--- config.mk ---
export PLATFORM = sky130hd
export DESIGN_NAME = keypad_scan_fifo_flat
export DESIGN_NICKNAME = d
export VERILOG_FILES = /design/src/rtl/keypad_scan_fifo_if.sv /design/src/rtl/keypad_scan_fifo.sv /design/src/flat_wrapper.sv
export SDC_FILE = /design/constraint.sdc
export NUM_CORES = 1
export LEC_CHECK = 0
export CAP_MARGIN = 10
export CELL_PAD_IN_SITES_DETAIL_PLACEMENT = 1
export CELL_PAD_IN_SITES_GLOBAL_PLACEMENT = 1
export CORE_ASPECT_RATIO = 1.5
export CORE_MARGIN = 2
export CORE_UTILIZATION = 40
export CTS_CLUSTER_DIAMETER = 40
export DETAILED_ROUTE_END_ITERATION = 10
export HOLD_SLACK_MARGIN = 0.12
export PLACE_DENSITY = 0.76
export SETUP_SLACK_MARGIN = 0.3
export SYNTH_ARGS = -nofsm -noshare
export SYNTH_HDL_FRONTEND = slang
export SYNTH_SLANG_ARGS = --single-unit
export TNS_END_PERCENT = 100
--- constraint.sdc ---
create_clock -name clk -period 8.3 [get_ports clk]
set_input_delay 0.83 -clock clk [delete_from_list [all_inputs] [get_ports clk]]
set_output_delay 0.83 -clock clk [all_outputs]
set_load 0.03 [all_outputs]
--- src/rtl/keypad_scan_fifo_if.sv ---
// Event stream from the keypad scanner: head-of-FIFO key event with valid/ready handshake.
interface keypad_scan_fifo_if #(
  parameter int KEY_W = 4
);
  logic             evt_valid;
  logic             evt_ready;
  logic [KEY_W-1:0] evt_code;
  logic             evt_release;

  modport master (output evt_valid, output evt_code, output evt_release, input evt_ready);
  modport slave  (input evt_valid, input evt_code, input evt_release, output evt_ready);
endinterface

--- src/rtl/keypad_scan_fifo.sv ---
// Matrix keypad scanner: column-at-a-time scan, whole-frame debounce, press/release
// events queued in a small FIFO drained through a valid/ready interface.
module keypad_scan_fifo #(
  parameter int CLK_KHZ        = 25000,
  parameter int NUM_ROWS       = 4,
  parameter int NUM_COLS       = 4,
  parameter int SETTLE_CYC     = 8,
  parameter int DEBOUNCE_SCANS = 3,
  parameter int FIFO_DEPTH     = 8
) (
  input  logic                         clk,
  input  logic                         rst,
  input  logic [NUM_ROWS-1:0]          row,
  output logic [NUM_COLS-1:0]          col,
  keypad_scan_fifo_if.master           evt,
  output logic [NUM_ROWS*NUM_COLS-1:0] key_down,
  output logic                         overflow,
  input  logic                         clr_ovf
);
  localparam int NUM_KEYS = NUM_ROWS * NUM_COLS;
  localparam int KEY_W    = $clog2(NUM_KEYS);
  localparam int DWELL_W  = $clog2(CLK_KHZ);
  localparam int CIDX_W   = (NUM_COLS > 1) ? $clog2(NUM_COLS) : 1;
  localparam int STAB_W   = $clog2(DEBOUNCE_SCANS + 1);
  localparam int PTR_W    = (FIFO_DEPTH > 1) ? $clog2(FIFO_DEPTH) : 1;
  localparam int CNT_W    = $clog2(FIFO_DEPTH + 1);

  typedef enum logic {S_SCAN, S_EMIT} state_t;

  state_t                state, state_next;
  logic [DWELL_W-1:0]    dwell;
  logic [CIDX_W-1:0]     col_idx;
  logic [NUM_KEYS-1:0]   raw, prev_raw;
  logic [STAB_W-1:0]     stable_cnt, stable_next;
  logic [KEY_W-1:0]      emit_k;
  logic                  frame_end, emit_last;
  logic                  push_req, push_rel;
  logic                  pop, full, do_push, drop;
  logic [KEY_W:0]        mem [FIFO_DEPTH];
  logic [PTR_W-1:0]      wr_ptr, rd_ptr;
  logic [CNT_W-1:0]      count;

  always_ff @(posedge clk) begin
    if (rst) state <= S_SCAN;
    else     state <= state_next;
  end

  always_comb begin
    state_next  = state;
    push_req    = 1'b0;
    push_rel    = 1'b0;
    stable_next = stable_cnt;
    frame_end   = (state == S_SCAN) && (dwell == DWELL_W'(CLK_KHZ - 1)) &&
                  (col_idx == CIDX_W'(NUM_COLS - 1));
    emit_last   = (state == S_EMIT) && (emit_k == KEY_W'(NUM_KEYS - 1));
    if (raw != prev_raw)
      stable_next = STAB_W'(1);
    else if (stable_cnt < STAB_W'(DEBOUNCE_SCANS))
      stable_next = stable_cnt + STAB_W'(1);
    case (state)
      S_SCAN: begin
        if (frame_end && (stable_next >= STAB_W'(DEBOUNCE_SCANS)) && (raw != key_down))
          state_next = S_EMIT;
      end
      S_EMIT: begin
        push_req = raw[emit_k] != key_down[emit_k];
        push_rel = ~raw[emit_k];
        if (emit_last) state_next = S_SCAN;
      end
      default: state_next = S_SCAN;
    endcase
  end

  always_ff @(posedge clk) begin
    if (rst) begin
      col        <= '1;
      dwell      <= '0;
      col_idx    <= '0;
      raw        <= '0;
      prev_raw   <= '0;
      stable_cnt <= '0;
      key_down   <= '0;
      emit_k     <= '0;
    end else begin
      case (state)
        S_SCAN: begin
          if (dwell == '0) col <= ~(NUM_COLS'(1) << col_idx);
          if (dwell == DWELL_W'(SETTLE_CYC)) begin
            for (int r = 0; r < NUM_ROWS; r++)
              raw[KEY_W'(int'(col_idx) * NUM_ROWS + r)] <= ~row[r];
          end
          if (dwell == DWELL_W'(CLK_KHZ - 1)) begin
            dwell <= '0;
            if (frame_end) begin
              stable_cnt <= stable_next;
              prev_raw   <= raw;
              col_idx    <= '0;
              emit_k     <= '0;
              if (state_next == S_EMIT) col <= '1;
            end else begin
              col_idx <= col_idx + CIDX_W'(1);
            end
          end else begin
            dwell <= dwell + DWELL_W'(1);
          end
        end
        S_EMIT: begin
          // key_down follows raw even when the event itself is dropped
          if (push_req) key_down[emit_k] <= raw[emit_k];
          emit_k <= emit_k + KEY_W'(1);
          if (emit_last) begin
            dwell   <= '0;
            col_idx <= '0;
          end
        end
        default: ;
      endcase
    end
  end

  assign pop     = evt.evt_valid & evt.evt_ready;
  assign full    = count == CNT_W'(FIFO_DEPTH);
  assign do_push = push_req & (~full | pop);
  assign drop    = push_req & full & ~pop;

  assign evt.evt_valid   = count != '0;
  assign evt.evt_code    = evt.evt_valid ? mem[rd_ptr][KEY_W:1] : '0;
  assign evt.evt_release = evt.evt_valid & mem[rd_ptr][0];

  always_ff @(posedge clk) begin
    if (rst) begin
      wr_ptr   <= '0;
      rd_ptr   <= '0;
      count    <= '0;
      overflow <= 1'b0;
    end else begin
      if (do_push) begin
        mem[wr_ptr] <= {emit_k, push_rel};
        wr_ptr      <= wr_ptr + PTR_W'(1);
      end
      if (pop) rd_ptr <= rd_ptr + PTR_W'(1);
      if (do_push && !pop)      count <= count + CNT_W'(1);
      else if (!do_push && pop) count <= count - CNT_W'(1);
      if (drop)         overflow <= 1'b1;
      else if (clr_ovf) overflow <= 1'b0;
    end
  end
endmodule

--- src/flat_wrapper.sv ---
// flat-port wrapper written by rule: the top's interface ports become plain ports
module keypad_scan_fifo_flat 
#(
  parameter int CLK_KHZ        = 25000,
  parameter int NUM_ROWS       = 4,
  parameter int NUM_COLS       = 4,
  parameter int SETTLE_CYC     = 8,
  parameter int DEBOUNCE_SCANS = 3,
  parameter int FIFO_DEPTH     = 8
)
  (clk, rst, row, col, key_down, overflow, clr_ovf, evt_evt_valid, evt_evt_code, evt_evt_release, evt_evt_ready);
  keypad_scan_fifo_if #(.KEY_W(4)) evt_i ();
  input  logic clk;
  input  logic rst;
  input  logic [NUM_ROWS-1:0] row;
  output logic [NUM_COLS-1:0] col;
  output logic [NUM_ROWS*NUM_COLS-1:0] key_down;
  output logic overflow;
  input  logic clr_ovf;
  output wire logic [$bits(evt_i.evt_valid)-1:0] evt_evt_valid;
  output wire logic [$bits(evt_i.evt_code)-1:0] evt_evt_code;
  output wire logic [$bits(evt_i.evt_release)-1:0] evt_evt_release;
  input wire logic [$bits(evt_i.evt_ready)-1:0] evt_evt_ready;
  assign evt_evt_valid = evt_i.evt_valid;
  assign evt_evt_code = evt_i.evt_code;
  assign evt_evt_release = evt_i.evt_release;
  assign evt_i.evt_ready = evt_evt_ready;
  keypad_scan_fifo #(.CLK_KHZ(CLK_KHZ), .NUM_ROWS(NUM_ROWS), .NUM_COLS(NUM_COLS), .SETTLE_CYC(SETTLE_CYC), .DEBOUNCE_SCANS(DEBOUNCE_SCANS), .FIFO_DEPTH(FIFO_DEPTH)) u_core (.clk(clk), .rst(rst), .row(row), .col(col), .evt(evt_i), .key_down(key_down), .overflow(overflow), .clr_ovf(clr_ovf));
endmodule
==> out/metrics.cfg <==
[die]
ios = 35
dieHeight_um = 157
die_area_um2 = 16600
num_rows = 55
core_area_um2 = 15100
initial_utilization_pct = 41.0
die_x_um = 106

[final_layout]
fill_cells = 1692
fin_nets = 660
drive_gt1_share_pct = 10.3
antennaDiodeCount = 0
area_growth_pct = 17.3

[worst_hold_path]
hold_class = reg -> reg
whs_path_depth = 2

[clocking]
cts_tree = built
root_buffer = clkbuf_16
cts_sinks = 130
cts.clk_slew.worst_paths_ps = 70
clk_latency_ps = 430
numCtsBuffers = 17
clockBufferDepth = 2
ctsHoldBuffers = 0
cts_resized = 0
postCtsSetupRepairBufs = 0
cts_max_level = 4

[placement]
dpl.hpwl_mm = 11.8
place.port_buffers = 34
place_congestion = 0.884

[global_routing]
grt_pass1_vias = 4990
grt_max_degree = 95
grt_antenna_before_repair = 0
grt_first_pass_wirelength_mm = 26.4
grt_use_total_pct = 20.8
overflow = 0

[critical_path]
r2r_cells = 13
critPathKind = reg -> reg
required_ps = 8640
cp-start-kind = flip-flop
slowest_stage = dfxtp_1
setup.worst_path.end_class = flip-flop
arrival_ps = 4380
crit_path_max_incr_delay_ps = 920
crit_chain = mux4_2, mux2i_4, xnor2_1, o22a_1, nor2_1, ha_1, inv_1, ha_1, a21o_1, a21oi_1, xnor2_1, or3_1, a21oi_1
rrSetupSlack_ps = 4260
critPathMaxFanout = 21

[drt]
ant_nets = 0
wire_per_inst_um = 19.3
viasPerCell = 5.59
dr.pass1.iters = 4
drc = 0
drt-initial-drc-count = 176
wl_mm = 16.4
via_count = 4733

[logic_synthesis]
syn_nets = 632
synth_edf_count = 40
seq_area_frac_synth_pct = 48.3
syn_area_um2 = 6210
synthArstFlopShare_pct = 0
synth_area_leaders = dfxtp_1 29%, edfxtp_1 19%, mux4_2 6.5%
syn_inst = 607
synth_area_leader_cell = dfxtp_1
yosys.area.top_type_share_pct = 29.0
synth_seq_cells = 130
synth_cell_types = 52
avgSynthCellArea_um2 = 10.2
ys.flop_type = dfxtp_1
ys_warn_count = 0

[timing]
setup_tns_ps = 0
fin_crit_sh_pct = 48.7
relSlewSlack_pct = 31.2
grt_setup_unrepaired = no
fin_worst_skew_ps = 16.3
worstMarginPinSlew_ps = 1020
fin_crit_ps = 4040
timing_hold_violations_final = 0
setup_viol = 0
holdWs_ps = 466
drv_slew = 0
max_freq_ghz = 0.247

[power_and_ir_drop]
ir_drop_v = 0.000168
leakagePower_nw = 2.65
powerDensity_nw_per_um2 = 236

[job]
maxCapViolations = 0

[outcome]
status = complete, no violations

==> synth_stat cells (3+ instances only) <==
library cell and number:
a21oi_1 56, a221o_1 4, a311oi_1 3, a31oi_1 4, and3_1 8, buf_1 5, buf_2 4, clkbuf_1 17
dfxtp_1 90, edfxtp_1 40, ha_1 16, inv_1 10, mux2i_1 30, mux4_2 18, nand2_1 62, nand2b_1 20
nand3_1 22, nand3b_1 3, nand4_1 13, nor2_1 66, nor3_1 10, nor3b_1 4, nor4_1 7, nor4_2 3
o21ai_0 9, or2_0 6, or2_2 4, xnor2_1 21, xor2_1 21
==> final timing paths <==
| path | start | end |
|---|---|---|
| max reg2reg | u_core.emit_k[1] | u_core.count[3] |
| min reg2reg | u_core.prev_raw[15] | u_core.prev_raw[15] |
| max | u_core.emit_k[1] | u_core.count[3] |
| min | u_core.prev_raw[15] | u_core.prev_raw[15] |
==> sequential cells by signal, indices dropped and copies added, names as in the netlist, named ones only <==
name and cells:
u_core.count 4, u_core.overflow 1, u_core.prev_raw 16, u_core.key_down 16
u_core.col_idx 2, u_core.wr_ptr 3, u_core.state 1, u_core.col 4
u_core.rd_ptr 3, u_core.mem 40, u_core.stable_cnt 2, u_core.dwell 15
u_core.emit_k 4, u_core.raw 16
==> metrics by stage <==
stage	cells	utilization (%)	worst slack [ps]	power (mW)	area [um2]
4_1_cts	847	48.1	4260	1.74	7280
5_1_grt	847	48.1	3960	1.79	7280
3_3_place_gp	815	44.2	4590	0.983	6700
3_5_place_dp	815	44.2	4390	1.00	6700
6_report	847	48.1	4260	1.72	7280
2_1_floorplan	607	-	5020	0.902	6210
==> where the power goes <==
part / internal (mW) / leakage, nW / switching (mW)
registers: 0.669 / 1.10 / 0.0342
logic: 0.127 / 1.27 / 0.155
clock network: 0.402 / 0.281 / 0.333
total: 1.20 / 2.65 / 0.523
==> cell families after synthesis <==
logic type      count (synthesis)  synth area share (%)
mux                            50                  12.1
compound gates                 87                  7.98
simple gates                  242                  19.6
buf+inv                        39                  2.56
fa+ha+maj                      17                  3.54
xor+xnor                       42                  5.92
flops                         130                  48.3
==> cells in the final DEF (no fill, tap or decap), drive strengths merged, types with 12 or more instances in the layout <==
cell type / netlist / layout
dfxtp: 90 / 90
clkbuf: 17 / 17
clkdlybuf4s50: 0 / 33
or2: 12 / 12
mux2i: 32 / 32
nand4: 13 / 13
nand2: 62 / 62
nand2b: 20 / 20
a21oi: 56 / 56
mux4: 18 / 18
inv: 12 / 21
xor2: 21 / 21
nor2: 66 / 66
xnor2: 21 / 21
edfxtp: 40 / 40
nand3: 22 / 22
ha: 16 / 16
==> routing by layer <==
layer  routed length, um  track usage, %  share of wire, %
met4                 349            7.64               2.1
met1                6270            22.1                38
met5                   0               0                 0
met2                9320            39.9                57
met3                 412            4.37               2.5
==> final cells by class <==
type	instances	area (um2)	share of cell area [%]
multi-input cells	438	3050	41.9
well taps	199	249	3.42
clock buffers	17	425	5.84
clock inverters	15	161	2.22
inverters	12	45.0	0.618
repair buffers	36	350	4.81
flip-flops and latches	130	3000	41.2
==> worst max-delay path, delay by kind of cell, from the launching register on <==
| kind | cells | cell delay (ps) |
|---|---|---|
| multiplexers | 2 | 830 |
| AND/OR/NAND/NOR | 2 | 480 |
| buffers and inverters | 1 | 120 |
| XOR/XNOR | 2 | 270 |
| adder cells (fa/ha/maj) | 2 | 550 |
| AO/OA/AOI/OAI | 4 | 800 |
| flip-flops | 1 | 920 |
Note: power is estimated with default switching activity, not from simulation.
